File: src/rtl/vram_arb_pkg.sv
// vram_arb_pkg: shared types and constants for the single-port VRAM arbiter.
package vram_arb_pkg;
  localparam int AW_DEF = 11;
  localparam int DW_DEF = 8;
  localparam logic [10:0] SCREEN_BASE = 11'h000;
  localparam logic [10:0] CHAR_BASE = 11'h400;
  typedef enum logic [1:0] {OWN_NONE, OWN_VID, OWN_CPU} owner_t;
  typedef enum logic [1:0] {CPU_IDLE, CPU_PEND, CPU_FLIGHT, CPU_DONE} cpu_state_t;
endpackage

File: src/rtl/vram_arb_track.sv
// vram_arb_track: two-stage slot owner pipeline routing synchronous RAM returns.
module vram_arb_track
  import vram_arb_pkg::*;
(
  input  logic   clk,
  input  logic   reset_n,
  input  owner_t slot,
  input  logic   slot_we,
  output logic   vid_valid,
  output logic   cpu_done,
  output logic   cpu_load
);
  owner_t s1, s2;
  logic we1, we2;
  always_ff @(posedge clk or negedge reset_n)
    if (!reset_n) begin
      s1 <= OWN_NONE;
      s2 <= OWN_NONE;
      we1 <= 1'b0;
      we2 <= 1'b0;
    end else begin
      s1 <= slot;
      s2 <= s1;
      we1 <= slot_we;
      we2 <= we1;
    end
  assign vid_valid = s2 == OWN_VID;
  assign cpu_done = s2 == OWN_CPU;
  assign cpu_load = cpu_done & ~we2;
endmodule

File: src/rtl/vram_arbiter.sv
// vram_arbiter: shares one single-port VRAM between video fetch (priority) and Z80.
// Define VRAM_ARB_CONTENTION_EN to hold the CPU off for the whole active display.
module vram_arbiter
  import vram_arb_pkg::*;
#(
  parameter int AW = AW_DEF,
  parameter int DW = DW_DEF
) (
  input  logic          clk,
  input  logic          reset_n,
  input  logic          cpu_req,
  input  logic          cpu_we,
  input  logic [AW-1:0] cpu_addr,
  input  logic [DW-1:0] cpu_wdata,
  output logic [DW-1:0] cpu_rdata,
  output logic          cpu_wait_n,
  input  logic          vid_req,
  input  logic [AW-1:0] vid_addr,
  input  logic          vid_active,
  output logic [DW-1:0] vid_rdata,
  output logic          vid_valid,
  output logic [AW-1:0] ram_addr,
  output logic [DW-1:0] ram_wdata,
  output logic          ram_we,
  input  logic [DW-1:0] ram_rdata
);
  cpu_state_t state, nxt;
  owner_t slot;
  logic elig, pend, cpu_done, cpu_load;
  logic [DW-1:0] cpu_q, vid_q;
`ifdef VRAM_ARB_CONTENTION_EN
  assign elig = ~vid_active;
`else
  logic unused_vid_active;
  assign unused_vid_active = vid_active;
  assign elig = 1'b1;
`endif
  assign pend = cpu_req & (state == CPU_IDLE | state == CPU_PEND);
  assign slot = vid_req ? OWN_VID : (pend & elig) ? OWN_CPU : OWN_NONE;
  // The done pulse counts as DONE so the CPU is released the cycle data returns.
  assign cpu_wait_n = ~(cpu_req & state != CPU_DONE & ~cpu_done);
  assign vid_rdata = vid_valid ? ram_rdata : vid_q;
  assign cpu_rdata = cpu_load ? ram_rdata : cpu_q;
  vram_arb_track u_track (
    .clk(clk),
    .reset_n(reset_n),
    .slot(slot),
    .slot_we(slot == OWN_CPU & cpu_we),
    .vid_valid(vid_valid),
    .cpu_done(cpu_done),
    .cpu_load(cpu_load)
  );
  always_comb begin
    nxt = state;
    case (state)
      CPU_IDLE, CPU_PEND: nxt = !cpu_req ? CPU_IDLE : slot == OWN_CPU ? CPU_FLIGHT : CPU_PEND;
      CPU_FLIGHT: nxt = !cpu_done ? CPU_FLIGHT : cpu_req ? CPU_DONE : CPU_IDLE;
      default: nxt = cpu_req ? CPU_DONE : CPU_IDLE;
    endcase
  end
  always_ff @(posedge clk or negedge reset_n)
    if (!reset_n) begin
      state <= CPU_IDLE;
      ram_addr <= '0;
      ram_wdata <= '0;
      ram_we <= 1'b0;
      cpu_q <= '0;
      vid_q <= '0;
    end else begin
      state <= nxt;
      ram_we <= slot == OWN_CPU & cpu_we;
      ram_addr <= slot == OWN_VID ? vid_addr : slot == OWN_CPU ? cpu_addr : ram_addr;
      ram_wdata <= slot == OWN_CPU ? cpu_wdata : ram_wdata;
      if (vid_valid) vid_q <= ram_rdata;
      if (cpu_load) cpu_q <= ram_rdata;
    end
endmodule

File: config.mk
export PLATFORM = sky130hd
export DESIGN_NAME = vram_arbiter
export DESIGN_NICKNAME = d
export VERILOG_FILES = /design/src/rtl/vram_arb_pkg.sv /design/src/rtl/vram_arb_track.sv /design/src/rtl/vram_arbiter.sv
export SDC_FILE = /design/constraint.sdc
export NUM_CORES = 1
export LEC_CHECK = 0
export CAP_MARGIN = 10
export CORE_AREA = 2 2 90 75
export DETAILED_ROUTE_END_ITERATION = 6
export DIE_AREA = 0 0 92 77
export MAX_ROUTING_LAYER = met4
export PLACE_DENSITY = 0.66
export SKIP_LAST_GASP = 1
export SLEW_MARGIN = 0
export SYNTH_ARGS = -nofsm -noshare
export SYNTH_HDL_FRONTEND = slang
export SYNTH_HIERARCHICAL = 1
export SYNTH_SLANG_ARGS = --single-unit
File: constraint.sdc
create_clock -name clk -period 1.76 [get_ports clk]
set_input_delay 0.264 -clock clk [delete_from_list [all_inputs] [get_ports clk]]
set_output_delay 0.264 -clock clk [all_outputs]
set_load 0.02 [all_outputs]
**Yosys cells after proc, flatten, opt, wreduce, memory -nomap -nowiden**

Index checks and enable logic that the tools add are counted.

- Word-level logic and storage cells: 39
- Register bits after elaboration: 43

- Eq/ne operators: 7
- Reductions and logical operators: 3
- Bitwise gates (word level): 9
- Mux-type cells: 11

Operator list:

| cell | count |
|---|---|
| $mux 11 | 2 |
| $mux 8 | 2 |
| $mux 2 | 6 |
| $eq 2x1->1 const B | 3 |
| $eq 2x2->1 const B | 3 |
| $and 1x1->1 | 5 |
| $pmux 2 s2 | 1 |
| $not 1->1 | 3 |
| $logic_not 2->1 | 1 |
| $ne 2x2->1 const B | 1 |
| $reduce_bool 2->1 | 1 |
| $reduce_or 2->1 | 1 |
| $or 1x1->1 | 1 |

**Logic depth before layout (Yosys ltp)**

- Word-level depth: 9
- Mapped depth: 4

**By module**

Netlist, hierarchy kept.

By module, submodules not included:

| module | area each (um^2) | cells an instance | seq. area each (um^2) | instances |
|---|---|---|---|---|
| vram_arbiter | 1,677.9 | 125 | 950.9 | 1 |
| vram_arb_track | 177.7 | 9 | 150.1 | 1 |

**Least setup slack after synthesis**

No wires, ideal clock.

- Path type: reg-to-output
- Start: register u_track.s2[1]
- End: output port vid_rdata[0]
- Arrival: 1,232 ps
- Stages on the path, launching flop included: 4
- Slack: 264 ps
- Path buffers: 1
- Path through: dfrtp_1 > and2b_2 > buf_2 > mux2_2

- Word-level cells in the longest chain between the ends: 2

Ends and longest elaborated chain:

| item | line | text |
|---|---|---|
| start: declaration | vram_arb_track.sv:13 | `owner_t s1, s2;` |
| start signal: assignment | vram_arb_track.sv:18 | `s2 <= OWN_NONE;` |
| start signal: assignment | vram_arb_track.sv:23 | `s2 <= s1;` |
| $eq 2x1->1 | vram_arb_track.sv:27 | `assign vid_valid = s2 == OWN_VID;` |
| net vid_valid | vram_arbiter.sv:21 | `output logic vid_valid,` |
| $mux 8 | -- |  |
| end: declaration | vram_arbiter.sv:20 | `output logic [DW-1:0] vid_rdata,` |

The timed path passes the listed nets, and every way through them passes these cells.

**Worst setup path in the final report**

- Start: register u_track.s2[1]
- End: output port vid_rdata[4]

- Word-level cells in the longest chain between the ends: 2

Ends and longest elaborated chain:

| item | line |
|---|---|
| $eq 2x1->1 | vram_arb_track.sv:27 |
| $mux 8 | -- |

No other way between the ends.

==> results.yml <==
yosys:
  synthesis.yosys.warnings: 6
  synth_async_sr_flop_share: 1.000
  synth_seq_area_share: 0.5934
  postSynthCellCount: 134
  synth_enable_flop_cells: 0
  yosys_most_used_dff: "sky130_fd_sc_hd__dfrtp_1"
  post_synth.cell_area_avg_um2: 13.85
  syn_area_mm2: 0.001856
  synth_nets: 178
  ys_ff_latch: 44
  ys_types: 20
finish:
  leading_cell_types_in_the_layout_fill_and_taps_excluded: "sky130_fd_sc_hd__clkdlybuf4s50_1 (61), sky130_fd_sc_hd__dfrtp_1 (43), sky130_fd_sc_hd__mux2_4 (23)"
  layout.filler_cells: 551
  synthToLayoutAreaGrowth_pct: 66.96
  final_net_count: 282
  seq_area_mm2: 0.001102
  summed_area_of_non_filler_cells_in_the_final_layout_mm2: 0.003098
  final_common_cell: "sky130_fd_sc_hd__clkdlybuf4s50_1"
  finish.cell_count_without_fillers: 322
  ratio_of_cells_with_drive_above_1_in_the_final_layout: 0.3277
  num_antenna_cells: 0
  multiInputGateArea_um2: 726.9
timing:
  final_hold_violation_count: 0
  worst_slack_ns: -0.08014
  rsz_0062_raised_after_global_routing: "yes"
  post-route-period-util: 1.046
  worst_clock_skew_ns: 0.002799
  slew_viol_final: 0
  achievable-frequency_mhz: 543.4
  period_needed_ns: 1.840
  final_setup_violation_count: 15
  slew_headroom: 0.6890
  worst-slew-pin-transition_ns: 0.4665
global_routing:
  gr-usage-all-layers: 0.1294
  grt_use_met1: 0.1718
  initial_antenna_violation_count: 0
  first_global_vias: 1460
  grt.busiest_layer: "met2"
  globalRoute.totalOverflow: 0
  grt_pass1_wl_um: 7044
  grt_start_max_net_pins: 37
  grt_util_met2: 0.1978
  groute.layer.met3.usage: 0.03536
floorplanning:
  fp.dieW_um: 92
  floorplan.initialDensity: 0.3002
  die_height_um: 77
  core.rowCount: 26
  core_area_mm2: 0.006181
  die_area_mm2: 0.007084
  io_pins: 82
clocking:
  ctsHtreeMaxLevel: 2
  cts_inserted_buffers: 5
  cts.clk_slew.worst_paths_ns: 0.07
  number_of_buffers_on_the_longest_clock_path: 2
  tritoncts: "done"
  cts.sink_count: 44
  clock_tree.root_cell: "sky130_fd_sc_hd__clkbuf_8"
  clk-insertion-delay-late_ns: 0.28
flow_run:
  cap_violations: 0
power_and_ir_drop:
  switchingPower_mw: 1.204
  seq_power_share: 0.367
  final_power_mw: 3.841
  power.switching_fraction: 0.3136
  combPwrFrac: 0.483
  power.density_mw_per_mm2: 1240
  leakagePower_nw: 1.383
  share_clk_of_total_power: 0.151
  cell_internal_pwr_mw: 2.636
  worst_ir_drop_vdd_mv: 0.7724
run_status:
  run_status: "finished with violations"
  violated_checks: "negative setup slack"
route:
  routed_wl_um: 4335
  post-route-drc-count: 0
  detail-route-antenna-nets: 0
  viasPerCell: 4.394
  drt_iter0_drc: 47
  routed_wire_length_per_instance_um: 13.46
  drtPass1Iterations: 3
  vias: 1415
setup_path:
  cp_startpoint_kind: "flip-flop"
  timing.critical_path.fanout_max: 5
  worst_setup_path_end_kind: "primary output"
  critical_path_required_ns: 1.50
  timing.setup.critical_path_class: "flip-flop to primary output"
  signal_arrival_time_at_the_worst_endpoint_ns: 1.58
min_path:
  worst_hold_path_type: "flip-flop to flip-flop"
place:
  globalplace.congestion: 0.7121
  placedInstanceArea_mm2: 0.002804
  hpwlAfterDp_um: 2944
  dp.cells: 299
  port_buffers: 80
[synth_stat cells (all sizes together), types with 2 or more instances]
cell / instances / area (um2)
buf: 8 / 48.80
o311ai: 11 / 96.34
nand4bb: 11 / 123.9
nand2: 12 / 45.04
nor3b: 3 / 37.54
dfrtp: 44 / 1101
inv: 11 / 41.29
nor2b: 2 / 12.51
mux2: 24 / 300.3
[state kept, by name, indices dropped and copies added, names as in the netlist]
name / count
u_track/s1: 2
cpu_q: 8
ram_wdata: 8
u_track/we1: 1
u_track/we2: 1
u_track/s2: 2
ram_addr: 11
ram_we: 1
vid_q: 8
state: 2
[cell families after synthesis]
| group | after synthesis | synth area share |
|---|---|---|
| and+or+nand+nor | 33 | 0.1355 |
| DFF | 44 | 0.5934 |
| buffers and inverters | 20 | 0.05057 |
| AOI/OAI and AO/OA | 13 | 0.05866 |
| muxes | 24 | 0.1618 |
[layer usage]
layer,up-vias,part of all wire
met2,45,0.46
met5,-,0
met1,685,0.48
li1,680,-
met4,0,0.0088
met3,5,0.054
[critical path: stages (launching register included)]
cell                      delay, ns
sky130_fd_sc_hd__dfrtp_1       0.41
sky130_fd_sc_hd__and2b_4       0.33
sky130_fd_sc_hd__buf_6         0.12
sky130_fd_sc_hd__mux2_4        0.30
sky130_fd_sc_hd__buf_6         0.13
[power groups by stage]
stage                     Combinational, mW  Sequential, mW  Clock (mW)
after global placement                 1.62            1.42           0
after floorplan                       0.695            1.58           0
after global routing                   1.96            1.45       0.646
after detailed placement               1.64            1.42           0
after CTS                              1.74            1.42       0.618
final                                  1.85            1.41       0.578
[worst paths after layout]
check / from / endpoint / slack [ns] / cells past startpoint
worst max-delay path: u_track/s2[1]$_DFF_PN0_ / vid_rdata[4] / -0.08 / 4
worst min-delay path: u_track/s1[0]$_DFF_PN0_ / u_track/s2[0]$_DFF_PN0_ / 0.35 / 0
worst max register to register: state[1]$_DFF_PN0_ / ram_wdata[4]$_DFFE_PN0N_ / 0.36 / 4
worst min register to register: u_track/s1[0]$_DFF_PN0_ / u_track/s2[0]$_DFF_PN0_ / 0.35 / 0
max in group asynchronous: reset_n / u_track/s2[0]$_DFF_PN0_ / 0.80 / 3
min in group asynchronous: reset_n / ram_addr[0]$_DFFE_PN0P_ / 0.46 / 2
[stage by stage]
step,TNS [ns],worst slack [ns],utilization,hold slack [ns]
2_1_floorplan,0,0.2640,-,-0.03159
3_3_place_gp,-2.302,-0.1545,0.4536,0.2373
3_5_place_dp,-2.532,-0.1708,0.4536,0.2503
4_1_cts,-1.856,-0.1765,0.4838,0.3537
5_1_grt,-1.999,-0.1710,0.5012,0.3587
6_report,-0.8926,-0.08014,0.5012,0.3505
[final cells by class]
cell class,count,area share
Clock buffer,6,0.02342
Clock inverter,1,0.001616
Inverter,11,0.01333
Sequential cell,44,0.3558
Multi-Input combinational cell,71,0.2347
Tap cell,84,0.03393
Timing Repair Buffer,105,0.3372
[timing repair]
item,4_1_cts,5_1_grt
buffers inserted,9,5
setup endpoints to repair,18,17
endpoints found under the hold margin,18,0
pin swaps,1,1
hold buffers,1,0
cloned,1,0
resized for setup,98,26
Power figures use the tool's default switching activity.
